$ cat config.mk
export PLATFORM = sky130hd
export DESIGN_NAME = load_store_unit
export DESIGN_NICKNAME = d
export VERILOG_FILES = /design/src/rtl/load_store_unit.sv
export SDC_FILE = /design/constraint.sdc
export NUM_CORES = 1
export LEC_CHECK = 0
export ABC_CLOCK_PERIOD_IN_PS = 7980
export BUFFER_PORTS_ARGS = -buffer_cell sky130_fd_sc_hd__buf_2
export CORE_ASPECT_RATIO = 1.25
export CORE_UTILIZATION = 34
export CTS_CLUSTER_SIZE = 10
export DETAILED_ROUTE_END_ITERATION = 6
export PLACE_DENSITY = 0.63
export SETUP_SLACK_MARGIN = 0.5
export SLEW_MARGIN = 20
export SYNTH_ARGS = -nofsm -noshare
export SYNTH_HDL_FRONTEND = slang
export SYNTH_SLANG_ARGS = --single-unit
$ cat constraint.sdc
create_clock -name clk_i -period 7.98 [get_ports clk_i]
set_input_delay 1.197 -clock clk_i [delete_from_list [all_inputs] [get_ports clk_i]]
set_output_delay 1.197 -clock clk_i [all_outputs]
set_load 0.03 [all_outputs]
$ cat src/rtl/load_store_unit.sv
// RV64 load/store unit in front of a small doubleword-wide data memory.
// Loads read the enclosing doubleword; sub-doubleword stores read-modify-write it.
module load_store_unit #(
    parameter int unsigned MEM_BYTES = 64
) (
    input  logic        clk_i,
    input  logic        reset_i,
    input  logic        req_valid_i,
    output logic        req_ready_o,
    input  logic        req_write_i,
    input  logic [2:0]  req_funct3_i,
    input  logic [63:0] req_addr_i,
    input  logic [63:0] req_wdata_i,
    output logic        resp_valid_o,
    output logic [63:0] resp_rdata_o,
    output logic        resp_fault_o,
    output logic [63:0] Mem_Addr_o,
    output logic [63:0] Write_Data_o,
    output logic        MemWrite_o,
    output logic        MemRead_o,
    input  logic [63:0] Read_Data_i
);

    typedef enum logic [1:0] {StIdle, StAccess, StWrite, StResp} state_e;

    state_e      state_q, state_d;
    logic        write_q;
    logic [2:0]  funct3_q;
    logic [63:0] addr_q;
    logic [63:0] wdata_q;
    logic        fault_q;
    logic [63:0] rd_q;

    logic        accept;
    logic [63:0] req_size;
    logic [64:0] req_end;
    logic        req_fault;

    assign accept   = req_valid_i && (state_q == StIdle);
    assign req_size = 64'd1 << req_funct3_i[1:0];
    // 65-bit sum so addresses near 2^64 cannot wrap back into range
    assign req_end  = {1'b0, req_addr_i} + {1'b0, req_size};

    always_comb begin
        req_fault = 1'b0;
        if ((req_addr_i & (req_size - 64'd1)) != 64'd0) req_fault = 1'b1;
        if (req_end > 65'(MEM_BYTES))                   req_fault = 1'b1;
        if (req_write_i && req_funct3_i[2])             req_fault = 1'b1;
        if (!req_write_i && (req_funct3_i == 3'd7))     req_fault = 1'b1;
    end

    always_ff @(posedge clk_i or posedge reset_i) begin
        if (reset_i) begin
            state_q  <= StIdle;
            write_q  <= 1'b0;
            funct3_q <= 3'd0;
            addr_q   <= 64'd0;
            wdata_q  <= 64'd0;
            fault_q  <= 1'b0;
            rd_q     <= 64'd0;
        end else begin
            state_q <= state_d;
            if (accept) begin
                write_q  <= req_write_i;
                funct3_q <= req_funct3_i;
                addr_q   <= req_addr_i;
                wdata_q  <= req_wdata_i;
                fault_q  <= req_fault;
            end
            if (state_q == StAccess) rd_q <= Read_Data_i;
        end
    end

    always_comb begin
        state_d = state_q;
        unique case (state_q)
            StIdle:   if (req_valid_i) state_d = req_fault ? StResp : StAccess;
            StAccess: state_d = write_q ? StWrite : StResp;
            StWrite:  state_d = StResp;
            StResp:   state_d = StIdle;
            default:  state_d = StIdle;
        endcase
    end

    logic [5:0]  bit_off;
    logic [63:0] size_mask;
    logic [63:0] merged;
    logic [63:0] field;
    logic [63:0] load_data;

    assign bit_off = {addr_q[2:0], 3'b000};

    always_comb begin
        size_mask = 64'd0;
        case (funct3_q[1:0])
            2'd0:    size_mask = 64'h0000_0000_0000_00FF;
            2'd1:    size_mask = 64'h0000_0000_0000_FFFF;
            2'd2:    size_mask = 64'h0000_0000_FFFF_FFFF;
            default: size_mask = 64'hFFFF_FFFF_FFFF_FFFF;
        endcase
    end

    assign merged = (rd_q & ~(size_mask << bit_off)) | ((wdata_q & size_mask) << bit_off);
    assign field  = rd_q >> bit_off;

    always_comb begin
        load_data = 64'd0;
        case (funct3_q)
            3'd0:    load_data = {{56{field[7]}}, field[7:0]};
            3'd1:    load_data = {{48{field[15]}}, field[15:0]};
            3'd2:    load_data = {{32{field[31]}}, field[31:0]};
            3'd3:    load_data = rd_q;
            3'd4:    load_data = {56'd0, field[7:0]};
            3'd5:    load_data = {48'd0, field[15:0]};
            3'd6:    load_data = {32'd0, field[31:0]};
            default: load_data = 64'd0;
        endcase
    end

    always_comb begin
        req_ready_o  = 1'b0;
        resp_valid_o = 1'b0;
        resp_rdata_o = 64'd0;
        resp_fault_o = 1'b0;
        Mem_Addr_o   = 64'd0;
        Write_Data_o = 64'd0;
        MemWrite_o   = 1'b0;
        MemRead_o    = 1'b0;
        unique case (state_q)
            StIdle: req_ready_o = 1'b1;
            StAccess: begin
                MemRead_o  = 1'b1;
                Mem_Addr_o = {addr_q[63:3], 3'b000};
            end
            StWrite: begin
                MemWrite_o   = 1'b1;
                Mem_Addr_o   = {addr_q[63:3], 3'b000};
                Write_Data_o = merged;
            end
            StResp: begin
                resp_valid_o = 1'b1;
                resp_fault_o = fault_q;
                if (!write_q && !fault_q) resp_rdata_o = load_data;
            end
            default: ;
        endcase
    end

endmodule

---- Word-level counts from Yosys, hierarchy flattened ----
Cells that the tools add are included.
storage, ports and cells
  bits of input ports ..................... 199
  register bits ........................... 199
  word-level logic and storage cells ...... 63
  output and inout bits ................... 197
operators by class
  bitwise operators ....................... 5
  shift operators ......................... 4
  reductions and logical operators ........ 12
  equal/unequal tests ..................... 13
  mux-type cells .......................... 19
  $lt $le $gt $ge ......................... 1
  $add $sub $neg .......................... 2
operators with widths
  operator                                                                          count
  64-bit one-hot mux with 7 select lines                                            1
  64-bit 2-to-1 mux                                                                 4
  64-bit bitwise AND                                                                3
  64-bit one-hot mux with 3 select lines                                            1
  64-bit by 6-bit left shift with 64-bit output                                     2
  64-bit by 64-bit adder with 65-bit output                                         1
  65-bit by 7-bit greater-than comparator with 1-bit output, second input constant  1
  64-bit NOT                                                                        1
  64-bit bitwise OR                                                                 1
  64-bit nonzero test                                                               1
  1-bit by 2-bit left shift with 64-bit output, first input constant                1
  64-bit by 6-bit right shift with 32-bit output                                    1
  64-bit by 1-bit subtractor with 64-bit output, second input constant              1
  3-bit equality test, second input constant                                        4
  1-bit 2-to-1 mux                                                                  10
  2-bit one-hot mux with 4 select lines                                             1
  2-bit equality test, second input constant                                        3
  3-bit by 2-bit equality test with 1-bit output, second input constant             2
  2-bit by 1-bit equality test with 1-bit output, second input constant             2
  1-bit logical AND                                                                 4
  2-bit zero test                                                                   2
  2-bit 2-to-1 mux                                                                  2
  3-bit by 1-bit equality test with 1-bit output, second input constant             1
  1-bit zero test                                                                   3
  other kinds (3)                                                                   3

---- Longest topological paths before layout ----
  depth after elaboration ................. 11
  gate-level depth with buffers ........... 12
  depth with buffers taken out ............ 12

---- Least setup slack after synthesis ----
OpenSTA, ideal clock, no wires.
  path type ............................... input port to flip-flop
  start point ............................. in req_funct3_i[0]
  end point ............................... reg state_q[1]
  arrival ................................. 3725 ps
  setup slack ............................. 4106 ps
  library setup time ...................... 150 ps
  required time ........................... 7830 ps
  path buffers ............................ 1
  stages on the path ...................... 12
  path through ............................ nor2b_1 > ha_1 > a21oi_1 > a2bb2oi_4 > or2_1 > buf_2 > nor2_4 > a311oi_1 > o2111ai_1 > or4_1 > nor4_2 > a211oi_1
between the ends
  cells in the longest elaborated chain, start to end .. 11
  elaborated cells between the ends (all ways) .. 15
  those cells by class .................... 2 x add/sub; 1 x order compare; 1 x eq/ne; 1 x shift; 7 x mux; 1 x bitwise; 2 x reduce/logical
ends and longest elaborated chain
  what                                                                               RTL line  text
  start: declaration                                                                 11        input logic [2:0] req_funct3_i,
  branches (longest 7 deep; another with 64-bit by 64-bit adder with 65-bit output)  -
  1-bit 2-to-1 mux *                                                                 49        if (!req_write_i && (req_funct3_i == 3'd7)) req_fault = 1'b1;
  2-bit 2-to-1 mux * (2 in series)                                                   77        StIdle: if (req_valid_i) state_d = req_fault ? StResp : StAccess;
  2-bit one-hot mux with 4 select lines *                                            76        unique case (state_q)
  end signal: assignment                                                             54        state_q <= StIdle;
  end signal: assignment                                                             62        state_q <= state_d;
  end: declaration                                                                   26        state_e state_q, state_d;
Every way passes the cells marked *. The select of a mux whose other input is x is not followed.
A chain may end at the register's enable or synchronous reset.

---- Worst setup path in the final report ----
  start point ............................. reg addr_q[0]
  end point ............................... out resp_rdata_o[34]
between the ends
  cells in the longest elaborated chain, start to end .. 4
ends and longest elaborated chain
  what                                            RTL line  text
  start: declaration                              29        logic [63:0] addr_q;
  start signal: assignment                        66        addr_q <= req_addr_i;
  64-bit by 6-bit right shift with 32-bit output  104       assign field = rd_q >> bit_off;
  64-bit one-hot mux with 7 select lines          108       case (funct3_q)
  64-bit 2-to-1 mux                               143       if (!write_q && !fault_q) resp_rdata_o = load_data;
  64-bit 2-to-1 mux                               129       unique case (state_q)
  end: declaration                                15        output logic [63:0] resp_rdata_o,
No other way between the ends.

==> impl_results.md <==
* Critical path buffers and inverters at 3
* DR WL met2 at 29.8 mm
* Clock slew at reported path FFs at 0.07 ns
* Async S/R FF share, synth at 1.00
* Critical path fanouts, max at 54
* Vias in the first global route at 13,882
* Clock power frac at 0.109
* Slowest-stage cell, CP: dfrtp_4
* Worst slew pin tran at 1.11 ns
* First-pass GRT wire length at 89.9 mm
* Gate power share at 0.607
* Initial antenna violation count at 14
* DR iter-0 viols at 973
* Placed cell area at 16,700 sq um
* CP max stage delay at 0.95 ns
* H-tree Lvls at 4
* Port bufs at 392
* Design Area, Final at 17,400 sq um
* Psw at 4.50 mW
* Switching share of power at 0.531
* I/O pin cnt at 396
* MaxCap Viol Count at 0
* Pwr Total at 8.48 mW
* Setup TNS at 0 ns
* Critical-path cell list: inv_1 -> mux2_2 -> nor2_1 -> a31oi_1 -> nor2_1 -> o21ai_1 -> buf_4 -> o21a_1 -> a21oi_1 -> buf_2
* Final Cycle Share at 0.759
* Core area at 41,300 sq um
* Delay-heaviest family, CP: compound AO/OA/AOI/OAI gates
* Synth Warn # at 0
* Status: finished clean
* Setup Buffers After CTS at 0
* CTS buffer count at 17
* DRT met1 WL at 23.1 mm
* Final worst slack at 1.92 ns
* Count of final setup violators at 0
* Clk_skew at 0.00811 ns
* Width of the die at 186 um
* CTS tree: yes
* WS Path Type: reg -> out
* Final ANT Viol Nets at 0
* Register area share after synthesis at 0.348
* Placement Setup Slack at 2.58 ns
* P_leak at 7.73 nW
* Die ar. at 43,000 sq um
* Flop pwr share at 0.284
* Via count at 14,282
* Gr ovfl total at 0
* Synth Instances at 1,558
* Initial Util at 0.346
* Final Hold Violating Endpoints at 0
* Worst hold path class: reg -> reg
* Commonest register cell after synthesis: dfrtp_1
* Clock sink count at 199
* VDD IR max at 0.220 mV
* Global Route Usage Sum at 0.286
* Syn_area_per_cell at 9.19 sq um
* Vias/cell at 5.84
* DR WL met3 at 5.13 mm
* Area growth, synth to finish at 21.2%
* EDFF count, synth at 0
* Worst slew margin at 0.253
* Fmax at 165 MHz
* Distinct cells, synth at 74
* CTS Hold Bufs at 0
* Wire length per cell at 25.2 um
* Largest net degree at the start of global routing at 90
* Pre-Repair DR Iteration Count at 6
* Unrepaired setup endpoints after global routing: false
* Crit path launch type: flip-flop
* Post-route DRC at 0
* PwrDens at 489 nW/um^2
* Commonest non-fill, non-tap cell in the layout: buf_2
* Internal power at 3.98 mW
* Die height at 231 um
* Slew Limit Fails at 0
* Most frequent cells in the layout: 392 x buf_2, 213 x mux2_2, 196 x dfrtp_1
* Critical path required time at 6.78 ns
* Fin crit period at 6.06 ns
* Util after Layout at 0.420
* Worst Setup End Kind: output port
* Max layer used: met5
* Root buf cell: clkbuf_16
* Post-cts sizing count at 0
* CP dominant cell by count: nor2_1
* Post-DP HPWL at 47.2 mm
* Post-layout nets at 2,088
* Post-Syn Area at 14,300 sq um
* Worst-Skew Late Latency at 0.47 ns
* WL final at 61.7 mm
* Routability cong. at 1.01
* Layout cells sized above 1 at 0.371
* Worst EP arrival at 4.86 ns
* Clk buf depth at 2
* Flops & latches, synth at 199
* Row count at 83
-- metal layers --
layer / vias up / track usage
li1: 6377 / -
met1: 6951 / 0.329
met2: 770 / 0.482
met3: 164 / 0.0707
met4: 20 / 0.162
met5: - / 0
-- cell type report --
class	count	area (sq um)
clock buffers	17	425
multi-input cells	1223	8820
fillers	4149	24000
inverters	19	78.8
clock inverters	13	180
repair buffers	419	2160
diodes	3	7.51
flip-flops and latches	199	4990
well taps	552	691
-- flip-flops by register name, indices dropped and copies added (netlist names) --
name      cells
addr_q       64
fault_q       1
funct3_q      3
rd_q         64
state_q       2
wdata_q      64
write_q       1
-- worst paths after layout --
path,startpoint,end,slack (ns),cells after the start
setup / recovery,addr_q[0]$_DFFE_PP0P_,resp_rdata_o[34],1.92,10
hold / removal,addr_q[6]$_DFFE_PP0P_,addr_q[6]$_DFFE_PP0P_,0.48,2
setup reg to reg,state_q[0]$_DFFE_PP0P_,state_q[1]$_DFFE_PP0P_,5.07,11
hold reg to reg,addr_q[6]$_DFFE_PP0P_,addr_q[6]$_DFFE_PP0P_,0.48,2
max in group asynchronous,reset_i,addr_q[0]$_DFFE_PP0P_,5.82,3
min in group asynchronous,reset_i,addr_q[4]$_DFFE_PP0P_,0.76,2
-- cells in the mapped netlist, types with 18 or more instances --
library cell | count | area, sq um
a21oi_1 | 117 | 586
a22oi_1 | 36 | 270
a31oi_1 | 22 | 138
and2_1 | 84 | 526
clkbuf_1 | 96 | 360
dfrtp_1 | 199 | 4980
inv_1 | 18 | 67.6
mux2_2 | 213 | 2400
mux2i_1 | 79 | 791
nand2_1 | 181 | 679
nand3_1 | 25 | 125
nand4_1 | 25 | 156
nor2_1 | 106 | 398
o211ai_1 | 20 | 150
o21ai_0 | 50 | 250
xor2_1 | 18 | 158
-- tightest hold or removal path: stages, from the launching register on --
cell and delay [ns]:
dfrtp_1 0.34, nand2_1 0.04, o21ai_0 0.06
-- power groups by stage --
| stage | sequential [mW] | combinational (mW) | clock [mW] |
|---|---|---|---|
| 3_5_place_dp | 2.38 | 5.08 | 0 |
| 4_1_cts | 2.37 | 5.10 | 0.948 |
| 5_1_grt | 2.44 | 5.48 | 0.984 |
| 2_1_floorplan | 1.85 | 3.77 | 0 |
| 6_report | 2.41 | 5.15 | 0.921 |
| 3_3_place_gp | 2.38 | 5.04 | 0 |
-- kinds of logic after synthesis --
logic type / count (synthesis) / synth area share
DFF: 199 / 0.348
other: 1 / 0.000262
muxes: 302 / 0.238
and+or+nand+nor: 512 / 0.178
AOI/OAI and AO/OA: 361 / 0.167
xor gates and xnor gates: 35 / 0.0214
buffers and inverters: 138 / 0.0381
adders and majority gates: 10 / 0.00926
-- stage by stage --
stage	hold slack, ns	instances
after global routing	0.508	2442
after detailed placement	0.467	2412
final	0.477	2445
after floorplan	0.442	1560
after CTS	0.484	2442
after global placement	0.457	2412
(Power assumes the default switching activity.)
